==> src/rtl/attn_pkg.sv <==
// attn_pkg: shared width default, saturation limits and opcodes for the attention datapath
package attn_pkg;
    localparam int DEF_DATA_WIDTH = 16;
    localparam logic OP_ADD = 1'b0;
    localparam logic OP_SUB = 1'b1;
    function automatic logic [63:0] maxpos(input int w);
        return (64'd1 << (w - 1)) - 64'd1;
    endfunction
    function automatic logic [63:0] minneg(input int w);
        return ~maxpos(w);
    endfunction
    localparam logic [DEF_DATA_WIDTH-1:0] MAXPOS = DEF_DATA_WIDTH'(maxpos(DEF_DATA_WIDTH));
    localparam logic [DEF_DATA_WIDTH-1:0] MINNEG = DEF_DATA_WIDTH'(minneg(DEF_DATA_WIDTH));
endpackage

==> src/rtl/fixed_point_sub_pipe_if.sv <==
// fixed_point_sub_pipe_if: operand/result handshake and counter bundle for the add/sub pipe
interface fixed_point_sub_pipe_if #(
    parameter int DATA_WIDTH = attn_pkg::DEF_DATA_WIDTH,
    parameter int NUM_LANES  = 4,
    parameter int CNT_WIDTH  = 16
);
    logic                            op, b_load, in_valid, in_ready, out_valid, out_ready, sat_clr;
    logic [DATA_WIDTH-1:0]           b_in;
    logic [NUM_LANES*DATA_WIDTH-1:0] a_in, out_data;
    logic [NUM_LANES-1:0]            out_sat;
    logic [CNT_WIDTH-1:0]            sat_count;
    modport master (
        output op, b_load, b_in, in_valid, a_in, out_ready, sat_clr,
        input  in_ready, out_valid, out_data, out_sat, sat_count
    );
    modport slave (
        input  op, b_load, b_in, in_valid, a_in, out_ready, sat_clr,
        output in_ready, out_valid, out_data, out_sat, sat_count
    );
endinterface

==> src/rtl/sat_addsub_lane.sv <==
// sat_addsub_lane: one lane; widened signed add/sub of (a, b, op) and saturation of a registered sum
module sat_addsub_lane
    import attn_pkg::*;
#(
    parameter int W = DEF_DATA_WIDTH
) (
    input  logic [W-1:0] a,
    input  logic [W-1:0] b,
    input  logic         op,
    input  logic [W:0]   r,
    output logic [W:0]   sum,
    output logic [W-1:0] result,
    output logic         sat
);
    localparam logic [W-1:0] MAXP = W'(maxpos(W));
    localparam logic [W-1:0] MINN = W'(minneg(W));
    logic [W:0] bx;
    // Negation happens at W+1 bits so the most negative B flips to a representable positive value
    always_comb begin
        bx     = {b[W-1], b};
        sum    = {a[W-1], a} + (op == OP_SUB ? -bx : bx);
        sat    = r[W] ^ r[W-1];
        result = sat ? (r[W] ? MINN : MAXP) : r[W-1:0];
    end
endmodule

==> src/rtl/fixed_point_sub_pipe.sv <==
// fixed_point_sub_pipe: N-lane two-stage saturating add/sub against a held broadcast operand
module fixed_point_sub_pipe
    import attn_pkg::*;
#(
    parameter int DATA_WIDTH = DEF_DATA_WIDTH,
    parameter int NUM_LANES  = 4,
    parameter int CNT_WIDTH  = 16
) (
    input logic                clk,
    input logic                rst,
    fixed_point_sub_pipe_if.slave bus
);
    localparam int W  = DATA_WIDTH;
    localparam int PW = $clog2(NUM_LANES + 1);
    logic [W-1:0]                  b_q, b_eff;
    logic                          s1_v, adv, accept;
    logic [NUM_LANES-1:0][W:0]     s1_r, sum;
    logic [NUM_LANES-1:0][W-1:0]   res;
    logic [NUM_LANES-1:0]          sat;
    logic [PW-1:0]                 pop;
    logic [CNT_WIDTH:0]            cnt_sum;
    always_comb begin
        adv          = !bus.out_valid || bus.out_ready;
        bus.in_ready = !s1_v || adv;
        accept       = bus.in_valid && bus.in_ready;
        b_eff        = bus.b_load ? bus.b_in : b_q;
        pop          = '0;
        for (int i = 0; i < NUM_LANES; i++) pop = pop + PW'(bus.out_sat[i]);
        cnt_sum      = {1'b0, bus.sat_count} + (CNT_WIDTH + 1)'(pop);
    end
    for (genvar i = 0; i < NUM_LANES; i++) begin : g_lane
        sat_addsub_lane #(.W(W)) u_lane (
            .a(bus.a_in[i*W +: W]), .b(b_eff), .op(bus.op), .r(s1_r[i]),
            .sum(sum[i]), .result(res[i]), .sat(sat[i])
        );
    end
    always_ff @(posedge clk) begin
        if (rst) begin
            b_q           <= '0;
            s1_v          <= 1'b0;
            s1_r          <= '0;
            bus.out_valid <= 1'b0;
            bus.out_data  <= '0;
            bus.out_sat   <= '0;
            bus.sat_count <= '0;
        end else begin
            if (bus.b_load) b_q <= bus.b_in;
            if (bus.in_ready) begin
                s1_v <= accept;
                if (accept) s1_r <= sum;
            end
            if (adv) begin
                bus.out_valid <= s1_v;
                if (s1_v) begin
                    bus.out_data <= res;
                    bus.out_sat  <= sat;
                end
            end
            if (bus.sat_clr) bus.sat_count <= '0;
            else if (bus.out_valid && bus.out_ready)
                bus.sat_count <= cnt_sum[CNT_WIDTH] ? '1 : cnt_sum[CNT_WIDTH-1:0];
        end
    end
endmodule

==> src/flat_wrapper.sv <==
// flat-port wrapper written by rule: the top's interface ports become plain ports
module fixed_point_sub_pipe_flat import attn_pkg::*;
#(
    parameter int DATA_WIDTH = DEF_DATA_WIDTH,
    parameter int NUM_LANES  = 4,
    parameter int CNT_WIDTH  = 16
)
  (clk, rst, bus_op, bus_b_load, bus_b_in, bus_in_valid, bus_a_in, bus_out_ready, bus_sat_clr, bus_in_ready, bus_out_valid, bus_out_data, bus_out_sat, bus_sat_count);
  fixed_point_sub_pipe_if #(.DATA_WIDTH(DATA_WIDTH), .NUM_LANES(NUM_LANES), .CNT_WIDTH(CNT_WIDTH)) bus_i ();
  input logic clk;
  input logic rst;
  input wire logic [$bits(bus_i.op)-1:0] bus_op;
  input wire logic [$bits(bus_i.b_load)-1:0] bus_b_load;
  input wire logic [$bits(bus_i.b_in)-1:0] bus_b_in;
  input wire logic [$bits(bus_i.in_valid)-1:0] bus_in_valid;
  input wire logic [$bits(bus_i.a_in)-1:0] bus_a_in;
  input wire logic [$bits(bus_i.out_ready)-1:0] bus_out_ready;
  input wire logic [$bits(bus_i.sat_clr)-1:0] bus_sat_clr;
  output wire logic [$bits(bus_i.in_ready)-1:0] bus_in_ready;
  output wire logic [$bits(bus_i.out_valid)-1:0] bus_out_valid;
  output wire logic [$bits(bus_i.out_data)-1:0] bus_out_data;
  output wire logic [$bits(bus_i.out_sat)-1:0] bus_out_sat;
  output wire logic [$bits(bus_i.sat_count)-1:0] bus_sat_count;
  assign bus_i.op = bus_op;
  assign bus_i.b_load = bus_b_load;
  assign bus_i.b_in = bus_b_in;
  assign bus_i.in_valid = bus_in_valid;
  assign bus_i.a_in = bus_a_in;
  assign bus_i.out_ready = bus_out_ready;
  assign bus_i.sat_clr = bus_sat_clr;
  assign bus_in_ready = bus_i.in_ready;
  assign bus_out_valid = bus_i.out_valid;
  assign bus_out_data = bus_i.out_data;
  assign bus_out_sat = bus_i.out_sat;
  assign bus_sat_count = bus_i.sat_count;
  fixed_point_sub_pipe #(.DATA_WIDTH(DATA_WIDTH), .NUM_LANES(NUM_LANES), .CNT_WIDTH(CNT_WIDTH)) u_core (.clk(clk), .rst(rst), .bus(bus_i));
endmodule
==> config.mk <==
export PLATFORM = sky130hd
export DESIGN_NAME = fixed_point_sub_pipe_flat
export DESIGN_NICKNAME = d
export VERILOG_FILES = /design/src/rtl/attn_pkg.sv /design/src/rtl/fixed_point_sub_pipe_if.sv /design/src/rtl/sat_addsub_lane.sv /design/src/rtl/fixed_point_sub_pipe.sv /design/src/flat_wrapper.sv
export SDC_FILE = /design/constraint.sdc
export NUM_CORES = 1
export LEC_CHECK = 0
export BUFFER_PORTS_ARGS = -buffer_cell sky130_fd_sc_hd__buf_4
export CAP_MARGIN = 20
export CELL_PAD_IN_SITES_DETAIL_PLACEMENT = 0
export CELL_PAD_IN_SITES_GLOBAL_PLACEMENT = 2
export CORE_MARGIN = 3
export CORE_UTILIZATION = 34
export DETAILED_ROUTE_END_ITERATION = 12
export PLACE_DENSITY = 0.91
export SKIP_CTS_REPAIR_TIMING = 1
export SLEW_MARGIN = 20
export SYNTH_ARGS = -nofsm -noshare
export SYNTH_HDL_FRONTEND = slang
export SYNTH_SLANG_ARGS = --single-unit
export TNS_END_PERCENT = 20
==> constraint.sdc <==
create_clock -name clk -period 5.75 [get_ports clk]
set_input_delay 0.2875 -clock clk [delete_from_list [all_inputs] [get_ports clk]]
set_output_delay 0.2875 -clock clk [all_outputs]
set_load 0.01 [all_outputs]
# --- Yosys cells after proc, flatten, opt, wreduce, memory -nomap -nowiden ---
# Index checks and enable logic that the tools add are counted.
word_totals:
  register_bits: 170
  inputBits: 87
  out_inout_bits: 86
  elab_cells: 43
op_classes:
  addsub: 9
  mux: 11
  bitwise: 4
  reduce_logical: 9
ops:
  columns: ["cell", "count"]
  rows:
  - ["2-to-1 mux 16 bit", 10]
  - ["adder 17 bit", 4]
  - ["adder 16 x 3 -> 17 bit", 1]
  - ["2-to-1 mux 17 bit", 1]
  - ["negation 17 bit", 1]
  - ["adder 3 x 1 -> 3 bit", 2]
  - ["AND reduction 2 bit", 2]
  - ["XOR 1 bit", 4]
  - ["adder 1 x 1 -> 2 bit", 1]
  - ["logical AND 1 bit", 2]
  - ["zero test 1 bit", 2]
  - ["logical OR 1 bit", 2]
  - ["OR reduction 2 bit", 1]

# --- Depth between registers and ports, before layout ---
depth:
  ltp_word: 5
  mapped_depth: 17
  depth_no_buf: 13

# --- Cells and area by module ---
# A second synthesis with hierarchy kept.
hier_totals:
  cells_unflattened: 1508
  hier_area_um2: 11616.1
by_module_without_submodules:
  columns: ["module", "n_inst", "cells_each", "area_per_inst_um2", "seq_area_each_um2"]
  rows:
  - ["fixed_point_sub_pipe", 1, 758, 6252.2, 3403.3]
  - ["sat_addsub_lane (u_core.g_lane[1].u_lane ...)", 2, 195, 1398.8, 0.0]
  - ["sat_addsub_lane (u_core.g_lane[0].u_lane)", 1, 188, 1327.5, 0.0]
  - ["sat_addsub_lane (u_core.g_lane[3].u_lane)", 1, 172, 1238.7, 0.0]

# --- Worst setup path before layout ---
# OpenSTA, ideal clock, no wires.
synth_timing:
  path_type: "input -> register"
  from: "input port bus_b_load"
  to: "register u_core.s1_r[15] (netlist bit)"
  setup_ns: 0.127
  arrival_time_ns: 4.307
  t_required_ns: 5.623
  slack_ns: 1.316
  stages: 17
  path_buffers: 4
  path_cell_list: "buf_6 > buf_2 > buf_1 > buf_1 > mux2i_1 > ha_1 > o221ai_1 > or2_2 > o31ai_1 > xor2_1 > ha_1 > a21o_1 > a21o_1 > a21o_1 > a211oi_1 > mux2i_1 > o31ai_1"
synth_between:
  elab_chain_cells: 4
synth_lines:
  columns: ["element", "line_no", "rtl"]
  rows:
  - ["from (decl)", "flat_wrapper.sv:13", "input wire logic [$bits(bus_i.b_load)-1:0] bus_b_load;"]
  - ["2-to-1 mux 16 bit (*)", "fixed_point_sub_pipe.sv:26", "b_eff = bus.b_load ? bus.b_in : b_q;"]
  - ["negation 17 bit", "sat_addsub_lane.sv:21", "sum = {a[W-1], a} + (op == OP_SUB ? -bx : bx);"]
  - ["2-to-1 mux 17 bit (*)", "sat_addsub_lane.sv:21", null]
  - ["adder 17 bit (*)", "sat_addsub_lane.sv:21", null]
  - ["to (signal assigned)", "fixed_point_sub_pipe.sv:50", "if (accept) s1_r <= sum;"]
  - ["to (decl)", "fixed_point_sub_pipe.sv:17", "logic [NUM_LANES-1:0][W:0] s1_r, sum;"]
# Every way passes the cells marked *; elsewhere a longest branch is shown, timed or not.
# A chain may end at the register's enable or synchronous reset.

# --- Worst setup path after layout ---
# Same ends and word-level chain as after synthesis.

==> summary.json <==
{
  "maxClockFrequency_mhz": 245,
  "critical_path.max_fanout": 36,
  "cts_buffers": 17,
  "critPathMostFrequentCell": "sky130_fd_sc_hd__a21o_1",
  "power_density_nw_per_um2": 317,
  "max_cap_violations": 0,
  "synth_edf_count": 0,
  "min_path_type": "in2reg",
  "setup_viol": 0,
  "count_of_endpoints_failing_hold_in_the_final_timing_report": 0,
  "finClkSkew_ps": 14.1,
  "remaining_drc_errors": 0,
  "io_buffer_count": 172,
  "final-max-slew-violation-count": 0,
  "dp_cells": 1711,
  "synth_seq_area_share": 0.338,
  "pin_count_of_the_biggest_net_entering_global_routing": 101,
  "route.final.wire_length_um": 31200,
  "yosys.cell_types.count": 51,
  "die-width_um": 178,
  "ys_seq_elements": 170,
  "period_share": 0.709,
  "path_clk_slew_ps": 80,
  "dp_slack_ps": 1270,
  "p_total_mw": 3.89,
  "num_vias": 9265,
  "drt-wirelength-per-cell_um": 17.9,
  "critPathSlowestCell": "sky130_fd_sc_hd__xor2_1",
  "timing.critical_path.from_type": "primary input",
  "finalNonFillerCells": 1744,
  "max-vdd-ir-drop_uv": 181,
  "slew_of_the_pin_with_the_lowest_slew_margin_ps": 1000,
  "synth_flop_cell": "sky130_fd_sc_hd__dfxtp_1",
  "cp_top_family": "compound AO/OA/AOI/OAI gates",
  "grt_setup_unrepaired": "no",
  "area_delta_synth_final_pct": 21.6,
  "run_status": "finished clean",
  "post-route-min-period_ps": 4080,
  "dr.pass1.iters": 5,
  "syn_inst": 1222,
  "dpl-instance-area_um2": 11600,
  "groute.usage.overall": 0.193,
  "vias_in_the_first_global_route": 8461,
  "detailed_placement_hpwl_um": 22900,
  "vias_per_cell": 5.31,
  "path_buf_inv": 1,
  "tritoncts": "done",
  "final_design_area_no_fill_um2": 12200,
  "drive_gt1_frac": 0.163,
  "syn_nets": 1393,
  "grt_first_pass_wirelength_um": 48000,
  "critPathKind": "in2reg",
  "worst_ep_arrival_time_ps": 4370,
  "antenna_cells": 0,
  "detailedRoute.firstIterationViolations": 590,
  "max-slew-margin-rel": 0.325,
  "grt.overflow.total": 0,
  "ctsLongestPathBuffers": 2,
  "cts-root-buf": "sky130_fd_sc_hd__clkbuf_16",
  "cp.required_ps": 6040,
  "initial_core_util": 0.348,
  "gpl.final_weighted_congestion": 0.873,
  "path_cells": "buf_4, mux2i_1, ha_1, o221ai_1, or2_2, o31ai_1, xor2_1, ha_1, a21o_1, a21o_1, a21o_1, a211oi_1, mux2i_1, o31ai_1",
  "layout_setup_ws_ps": 1670,
  "core_region_um2": 28900,
  "clock_insertion_delay_worst_skew_ps": 430,
  "cts_max_level": 4,
  "die_h_um": 178,
  "num_io_pins": 173,
  "cts_sinks": 170,
  "max_stage_delay_ps": 570,
  "syn_area_per_cell_um2": 8.24,
  "synthesis.yosys.warnings": 0,
  "end_kind": "flip-flop",
  "std_cell_rows": 62,
  "syn-cell-area_um2": 10100,
  "final.setup.tns_ps": 0,
  "asyncSetResetFlopFracSynth": 0,
  "cellLeakagePower_nw": 5.24,
  "fp.dieArea_um2": 31700,
  "number_of_antenna_violations_at_the_first_check_in_global_routing": 0,
  "design.final.nets": 1518,
  "final_antenna_net_count": 0
}
-- path summary, 6_finish.rpt --
| kind | start | end | slack, ps | cells past startpoint |
|---|---|---|---|---|
| worst max-delay path | bus_b_load | u_core.s1_r[15] | 1670 | 14 |
| worst min-delay path | bus_in_valid | u_core.s1_v | 110 | 3 |
| worst max register to register | u_core.b_q[0] | u_core.s1_r[15] | 1710 | 13 |
| worst min register to register | u_core.s1_r[57] | u_core.s1_r[57] | 450 | 2 |
-- cell families after synthesis --
kind of cell    after synthesis  synth area share
compound gates              384             0.242
fa+ha+maj                    84             0.109
flops                       170             0.338
mux                          27            0.0268
xor+xnor                     54            0.0470
simple gates                403             0.199
buf+inv                     100            0.0382
-- power breakdown --
group          internal [mW]  switching (mW)  total, mW
sequential              1.30          0.0783       1.38
combinational          0.518           0.789       1.31
clock                  0.636           0.560       1.20
total                   2.46            1.43       3.89
-- tightest hold or removal path, delay by kind of cell --
| family | cells | cell delay (ps) |
|---|---|---|
| simple gates | 1 | 70 |
| compound gates | 1 | 40 |
| buf+inv | 1 | 110 |
-- placed cells by master, fill, tap and decap left out, types with 5 or more instances in the layout --
master / instances
sky130_fd_sc_hd__a211o_1: 7
sky130_fd_sc_hd__a211oi_1: 79
sky130_fd_sc_hd__a21o_1: 37
sky130_fd_sc_hd__a21oi_1: 157
sky130_fd_sc_hd__a31oi_1: 11
sky130_fd_sc_hd__and3_1: 18
sky130_fd_sc_hd__buf_4: 178
sky130_fd_sc_hd__clkbuf_16: 17
sky130_fd_sc_hd__dfxtp_1: 170
sky130_fd_sc_hd__fa_1: 6
sky130_fd_sc_hd__ha_1: 78
sky130_fd_sc_hd__inv_1: 27
sky130_fd_sc_hd__inv_6: 5
sky130_fd_sc_hd__mux2i_1: 27
sky130_fd_sc_hd__nand2_1: 98
sky130_fd_sc_hd__nand3_1: 20
sky130_fd_sc_hd__nand3b_1: 34
sky130_fd_sc_hd__nand4_1: 14
sky130_fd_sc_hd__nand4b_1: 7
sky130_fd_sc_hd__nor2_1: 131
sky130_fd_sc_hd__nor3_1: 23
sky130_fd_sc_hd__nor3b_1: 12
sky130_fd_sc_hd__nor4_1: 6
sky130_fd_sc_hd__o211ai_1: 9
sky130_fd_sc_hd__o21a_1: 9
sky130_fd_sc_hd__o21ai_0: 41
sky130_fd_sc_hd__o21bai_1: 7
sky130_fd_sc_hd__o221ai_1: 7
sky130_fd_sc_hd__o31ai_1: 6
sky130_fd_sc_hd__or3_1: 7
sky130_fd_sc_hd__or4_1: 8
sky130_fd_sc_hd__xnor2_1: 24
sky130_fd_sc_hd__xor2_1: 30
-- cell usage after synthesis, types with 3 or more instances --
cell type | n | area [um2]
sky130_fd_sc_hd__or2_2 | 3 | 18.8
sky130_fd_sc_hd__nand4_1 | 14 | 87.6
sky130_fd_sc_hd__a21boi_1 | 4 | 30.0
sky130_fd_sc_hd__o21bai_1 | 7 | 52.6
sky130_fd_sc_hd__nor2b_1 | 3 | 18.8
sky130_fd_sc_hd__nand2_1 | 99 | 372
sky130_fd_sc_hd__nor4b_1 | 4 | 35.0
sky130_fd_sc_hd__a31oi_1 | 11 | 68.8
sky130_fd_sc_hd__and2_1 | 4 | 25.0
sky130_fd_sc_hd__o221ai_1 | 7 | 61.3
sky130_fd_sc_hd__dfxtp_1 | 170 | 3400
sky130_fd_sc_hd__a211oi_1 | 79 | 593
sky130_fd_sc_hd__xnor2_1 | 24 | 210
sky130_fd_sc_hd__a21o_1 | 37 | 278
sky130_fd_sc_hd__o211ai_1 | 9 | 67.6
sky130_fd_sc_hd__or3_1 | 7 | 43.8
sky130_fd_sc_hd__a21oi_1 | 157 | 786
sky130_fd_sc_hd__and3_1 | 18 | 113
sky130_fd_sc_hd__or4_1 | 8 | 60.1
sky130_fd_sc_hd__buf_1 | 11 | 41.3
sky130_fd_sc_hd__nand3_1 | 20 | 100
sky130_fd_sc_hd__a211o_1 | 7 | 61.3
sky130_fd_sc_hd__o31ai_1 | 6 | 45.0
sky130_fd_sc_hd__xor2_1 | 30 | 263
sky130_fd_sc_hd__fa_1 | 6 | 120
sky130_fd_sc_hd__ha_1 | 78 | 976
sky130_fd_sc_hd__nor2_1 | 132 | 495
sky130_fd_sc_hd__nand4b_1 | 7 | 61.3
sky130_fd_sc_hd__mux2i_1 | 27 | 270
sky130_fd_sc_hd__and3b_1 | 4 | 35.0
sky130_fd_sc_hd__nor3b_1 | 12 | 90.1
sky130_fd_sc_hd__nor4_1 | 6 | 37.5
sky130_fd_sc_hd__o21a_1 | 9 | 67.6
sky130_fd_sc_hd__nor3_1 | 23 | 115
sky130_fd_sc_hd__inv_1 | 27 | 101
sky130_fd_sc_hd__o21ai_0 | 41 | 205
sky130_fd_sc_hd__nand3b_1 | 34 | 255
sky130_fd_sc_hd__clkbuf_1 | 60 | 225
-- registers in the layout, indices dropped and copies added (netlist names) --
name	cells
u_core.bus.out_valid	1
u_core.bus.sat_count	16
u_core.bus.out_sat	4
u_core.bus.out_data	64
u_core.s1_v	1
u_core.s1_r	68
u_core.b_q	16
-- routing by layer --
layer | wire length, um | vias to the layer above | part of all wire | global-route usage
met4 | 514 | 0 | 0.016 | 0.0501
met3 | 1600 | 25 | 0.051 | 0.0307
met2 | 12900 | 245 | 0.41 | 0.272
met5 | 0 | - | 0 | 0
li1 | - | 4727 | - | -
met1 | 16200 | 4268 | 0.52 | 0.301
-- per-stage QoR --
stage | hold slack (ps) | utilization
finish | 105 | 0.423
global route | 145 | 0.423
CTS | 81.6 | 0.423
detailed placement | 447 | 0.402
global placement | 442 | 0.402
floorplan | 405 | -
-- cell type report --
type	instances	area (um2)
sequential	170	3400
clock inverter	14	171
multi-input combinational	952	6290
clock buffer	18	439
inverter	27	101
timing repair buffer	179	1360
tap	384	480
fill	2939	16700
No activity file was read; power rests on OpenSTA's default activity.
